`src/rtl/sau_mcm_pipe.sv`:
```
// sau_mcm_pipe: 3-stage shift-add multiple-constant multiplier for DCT-II coefficient sets.
// Optional SAU_MCM_ROUND_EN applies (p + 2^(SHIFT-1)) >>> SHIFT to every lane at S3.
module sau_mcm_pipe #(
    parameter int IW = 17,
    parameter int OW = 27,
    parameter int SHIFT = 7
) (
    input  logic              clk,
    input  logic              rst,
    input  logic              in_valid,
    output logic              in_ready,
    input  logic [IW-1:0]     in_x,
    input  logic [1:0]        in_mode,
    output logic              out_valid,
    input  logic              out_ready,
    output logic [1:0]        out_mode,
    output logic [16*OW-1:0]  out_p
);
    if (IW + 7 > OW || SHIFT < 1 || SHIFT >= OW) begin : g_cfg_err
        $error("sau_mcm_pipe: need IW+7 <= OW and 1 <= SHIFT < OW");
    end

    logic              v1, v2, ld1, ld2, ld3;
    logic [1:0]        m1, m2;
    logic signed [OW-1:0] x1, t1, t3, t5, t7, t9;
    logic signed [OW-1:0] pr [16];
    logic signed [OW-1:0] lq [16];

    assign ld3 = !out_valid || out_ready;
    assign ld2 = !v2 || ld3;
    assign ld1 = !v1 || ld2;
    assign in_ready = ld1;

    // Every coefficient is one or two shifted copies of the odd multiples x, 3x, 5x, 7x, 9x.
    always_comb begin
        for (int k = 0; k < 16; k++) pr[k] = '0;
        case (m2)
            2'd0: begin
                pr[0] = t1 <<< 6;
                pr[1] = (t5 <<< 4) + t3;
                pr[2] = t9 <<< 2;
            end
            2'd1: begin
                pr[0] = (t5 <<< 4) + t9;
                pr[1] = (t9 <<< 3) + t3;
                pr[2] = (t3 <<< 4) + (t1 <<< 1);
                pr[3] = t9 <<< 1;
            end
            2'd2: begin
                pr[0] = (t9 <<< 3) + (t9 <<< 1);
                pr[1] = (t5 <<< 4) + t7;
                pr[2] = t5 <<< 4;
                pr[3] = (t1 <<< 6) + (t3 <<< 1);
                pr[4] = (t1 <<< 6) - t7;
                pr[5] = (t3 <<< 4) - t5;
                pr[6] = (t1 <<< 4) + t9;
                pr[7] = t9;
            end
            default: begin
                pr[0]  = (t9 <<< 3) + (t9 <<< 1);
                pr[1]  = (t9 <<< 3) + (t9 <<< 1);
                pr[2]  = (t5 <<< 4) + (t1 <<< 3);
                pr[3]  = (t5 <<< 4) + t5;
                pr[4]  = (t5 <<< 4) + (t1 <<< 1);
                pr[5]  = (t9 <<< 3) + (t3 <<< 1);
                pr[6]  = (t9 <<< 3) + t1;
                pr[7]  = (t1 <<< 6) + t3;
                pr[8]  = (t1 <<< 6) - t3;
                pr[9]  = (t3 <<< 4) + (t3 <<< 1);
                pr[10] = (t3 <<< 4) - (t1 <<< 1);
                pr[11] = (t9 <<< 2) + (t1 <<< 1);
                pr[12] = (t1 <<< 5) - t1;
                pr[13] = (t9 <<< 1) + (t1 <<< 2);
                pr[14] = t9 + (t1 <<< 2);
                pr[15] = t1 <<< 2;
            end
        endcase
    end

`ifdef SAU_MCM_ROUND_EN
    localparam logic signed [OW-1:0] HALF = OW'(1) <<< (SHIFT - 1);
    always_comb for (int k = 0; k < 16; k++) lq[k] = (pr[k] + HALF) >>> SHIFT;
`else
    always_comb for (int k = 0; k < 16; k++) lq[k] = pr[k];
`endif

    always_ff @(posedge clk) begin
        if (rst) begin
            v1 <= 1'b0;
            v2 <= 1'b0;
            out_valid <= 1'b0;
            m1 <= '0;
            m2 <= '0;
            out_mode <= '0;
            x1 <= '0;
            t1 <= '0;
            t3 <= '0;
            t5 <= '0;
            t7 <= '0;
            t9 <= '0;
            out_p <= '0;
        end else begin
            if (ld1) begin
                v1 <= in_valid;
                if (in_valid) begin
                    x1 <= {{(OW-IW){in_x[IW-1]}}, in_x};
                    m1 <= in_mode;
                end
            end
            if (ld2) begin
                v2 <= v1;
                if (v1) begin
                    m2 <= m1;
                    t1 <= x1;
                    t3 <= (x1 <<< 1) + x1;
                    t5 <= (x1 <<< 2) + x1;
                    t7 <= (x1 <<< 3) - x1;
                    t9 <= (x1 <<< 3) + x1;
                end
            end
            if (ld3) begin
                out_valid <= v2;
                if (v2) begin
                    out_mode <= m2;
                    for (int k = 0; k < 16; k++) out_p[k*OW +: OW] <= lq[k];
                end
            end
        end
    end
endmodule

```
`config.mk`:
```
export PLATFORM = sky130hd
export DESIGN_NAME = sau_mcm_pipe
export DESIGN_NICKNAME = d
export VERILOG_FILES = /design/src/rtl/sau_mcm_pipe.sv
export SDC_FILE = /design/constraint.sdc
export NUM_CORES = 2
export LEC_CHECK = 0
export CAP_MARGIN = 10
export CORE_MARGIN = 2
export CORE_UTILIZATION = 35
export CTS_BUF_LIST = sky130_fd_sc_hd__clkbuf_2
export DETAILED_ROUTE_END_ITERATION = 12
export PLACE_DENSITY_LB_ADDON = 0.1
export SETUP_SLACK_MARGIN = 0.4
export SLEW_MARGIN = 10
export SYNTH_ARGS = -nofsm -noshare
export SYNTH_HDL_FRONTEND = slang
export SYNTH_SLANG_ARGS = --single-unit
```
`constraint.sdc`:
```
create_clock -name clk -period 3.83 [get_ports clk]
set_clock_uncertainty 0.1 [all_clocks]
set_input_delay 0.766 -clock clk [delete_from_list [all_inputs] [get_ports clk]]
set_output_delay 0.766 -clock clk [all_outputs]
set_load 0.01 [all_outputs]
```
==> impl_results.md <==
- Status: completed
- Max_slew headroom: 21.1%
- Fin. Hold Viols: 0
- Cell total after placement: 6849
- Total grt overflow: 0
- Post-synthesis register bit count: 477
- Final Max Slew Viols: 0
- H-tree Lvls: 4
- Hold path cells: 4
- WHS: 0.308 ns
- FF/Latch Area: 9640 µm²
- Pin count of the biggest net entering global routing: 114
- Mean Syn Cell Area: 7.70 µm²
- Worst r2r path cells: 14
- CORE AREA: 107000 µm²
- Startpoint type of the worst setup path: register
- Number of routed nets with antenna violations: 0
- CP Data Arrival Time: 4.72 ns
- Post-synthesis sequential area ratio: 25.3%
- Tmin final: 3.46 ns
- RSZ-0062 raised after global routing: true
- Setup violators final: 0
- Top-level I/O count: 459
- Row cnt: 120
- DRC viols: 0
- Synth warn: 0
- Yosys cell types: 98
- Share of the synthesized area in the top cell type: 25.3%
- Clk root buf: clkbuf_2
- Worst hold path class: input pin to register
- Clock Sink Count: 477
- Most common library cells after synthesis: 526 x nor2_1, 513 x nand2_1, 481 x a21oi_1
- Grt met2 use: 52.8%
- Area grow syn2layout: 27.9%
- Total CTS buffers: 145
- Fillers: 11.1k
- Synth area leader: dfxtp_1
- Top-count cell post-synth: nor2_1
- Worst path slowest cell: dfxtp_4
- Leakage power: 21.8 nW
- Hold Path End: x1[4]
- DR vias: 41.2k
- Finished Core Util: 45.1%
- Die X: 333 µm
- Final net count: 6106
- Cells after Synth: 4908
- Reg2reg end: out_p[46]
- Flop2flop setup slack: 0.37 ns
- Clock Tree Buf Depth: 3
- Main synth FF type: dfxtp_1
- Worst path cell trace: buf_12 > ha_1 > inv_1 > fa_1 > nor2b_1 > o31a_1 > o41ai_4 > a21oi_1 > o41ai_2 > buf_4 > xor2_1 > o21ai_0 > a211oi_1 > nor3_1
- Area contributors post-synth: dfxtp_1 25%, ha_1 14%, a21oi_1 6.4%
- First-pass detailed-route iteration total: 5
- GRT Total Usage: 33.0%
- Drt via density: 5.75
- Worst Tran Pin Value: 1.18 ns
- Power Dens Cells: 284 nW/µm²
- CP max stage delay: 0.38 ns
- CTS tree: yes
- Post-synth EDFFs: 0
- Worst setup EP type: register
- Max Cap Violations: 0
- GRT Max-Usage Layer: met2
- Ys async rst share: 0%
- Critical path class: register to register
- Hold_sp: in_x[4]
- M3 GR Usage: 6.02%
- Initial Util: 35.3%
- Routed length per instance: 26.6 µm
- Initial DRC Count: 3877
- Die Y: 333 µm
- Layout cell share with drive strength beyond 1: 15.4%
- Clock-pin slew on the worst setup and hold paths: 0.09 ns
- R2r startpoint: t1[0]
- Die ar.: 111000 µm²
- First-pass GRT wire length: 270 mm
- Drt total wl: 191 mm
- Routability congestion estimate from global placement: 1.01
- Mapped cell area: 37800 µm²
- Vias in the first global route: 39.2k
- Power, Total: 13.7 mW
- Post-Layout Cell Count: 7168
- Worst vdd ir: 189 µV
- FMAX: 289 MHz
- Initial antenna violation count: 15
- GR Util met1: 43.2%
- Multi-input gate area: 26800 µm²
- Final worst path period share: 90.3%
- CP max FO: 13
- Setup TNS: 0 ns
- Crit path required time: 5.09 ns
- Number of buffers added on ports: 451
- Dpl hpwl: 146 mm
- Clk_lat worst skew: 1.58 ns
-- power breakdown --
group          total, mW  switching (mW)  leakage [nW]  internal, mW
clock network       4.16            2.61         0.957          1.56
registers           5.26           0.177          3.90          5.08
logic               4.29            2.62          16.9          1.67
-- how the worst max path moves through the flow --
stage | from | end | slack, ns | cells past startpoint
final | t1[0] | out_p[46] | 0.37 | 14
after global routing | t1[0] | out_p[46] | 0.30 | 14
after CTS | m2[1] | out_p[49] | 0.36 | 15
after detailed placement | t1[2] | out_p[102] | 0.01 | 13
after global placement | t1[2] | out_p[102] | -0.005 | 13
after floorplan | m2[1] | out_p[49] | 0.40 | 17
-- cell families (layout without fill, tap and decap cells) --
logic type               Yosys count  after routing  share of synthesized area (%)
AO/OA/AOI/OAI                   1550           1550                           26.6
XOR/XNOR                         364            364                           8.44
adder cells (fa/ha/maj)          429            429                           14.5
buffers and inverters            494           1335                           5.64
flip-flops                       477            477                           25.3
multiplexers                      30             30                           1.14
other                              1             17                        0.00992
AND/OR/NAND/NOR                 1563           1563                           18.4
-- final cells by class --
cell class | instances | share of cell area [%]
multi-input cells | 3943 | 55.4
repair buffers | 911 | 16.9
clock buffers | 195 | 2.02
diodes | 10 | 0.0518
inverters | 176 | 1.38
well taps | 1403 | 3.63
clock inverters | 53 | 0.645
flip-flops and latches | 477 | 20.0
-- worst max-delay path: cells and delay by family, from the launching register on --
kind	cells	cell delay, ns
adder cells (fa/ha/maj)	2	0.52
AND/OR/NAND/NOR	2	0.15
AO/OA/AOI/OAI	6	1.48
XOR/XNOR	1	0.18
buffers and inverters	3	0.47
flip-flops	1	0.38
-- state kept, by name (all words and copies together), names as in the netlist --
name,flops
out_p,364
m1,2
t9,17
t7,20
v2,1
x1,17
t1,16
out_valid,1
v1,1
t5,17
m2,2
out_mode,2
t3,17
-- what timing repair did --
item	4_1_cts	5_1_grt
pin swaps	7	36
endpoints found under the setup margin	282	87
endpoints found under the hold margin	462	0
setup buffers	16	14
hold buffers	30	0
gates cloned	0	1
resized for setup	308	114
-- stage by stage --
step / area (µm²) / setup WS (ns)
floorplan: 37800 / 0.404
global placement: 46000 / -0.00489
detailed placement: 46000 / 0.0123
CTS: 47700 / 0.362
global route: 48300 / 0.297
finish: 48300 / 0.371
-- cells in the final DEF, fill, tap and decap left out, types with 35 or more instances in the layout --
cell / n
a21oi_1: 469
xnor2_1: 235
ha_1: 405
dfxtp_1: 421
a22oi_1: 72
dlygate4sd2_1: 213
clkbuf_2: 195
a221oi_1: 35
xor2_1: 126
or3_1: 35
buf_4: 397
o211ai_1: 41
a211oi_1: 89
o21ai_0: 274
dfxtp_2: 46
nor2_1: 519
nand2_1: 507
clkdlybuf4s50_1: 236
nand3_1: 104
nand2b_1: 38
a21o_1: 107
nor3_1: 163
inv_1: 173
a31oi_1: 45
o21a_1: 55
o21bai_1: 48
-- per-layer routing --
| metal | up-vias | share of wire (%) |
|---|---|---|
| met2 | 1837 | 45 |
| met3 | 383 | 7.6 |
| met1 | 19751 | 43 |
| met5 | - | 0.028 |
| li1 | 19233 | - |
| met4 | 8 | 4.4 |
Note: power is estimated with default switching activity, not from simulation.
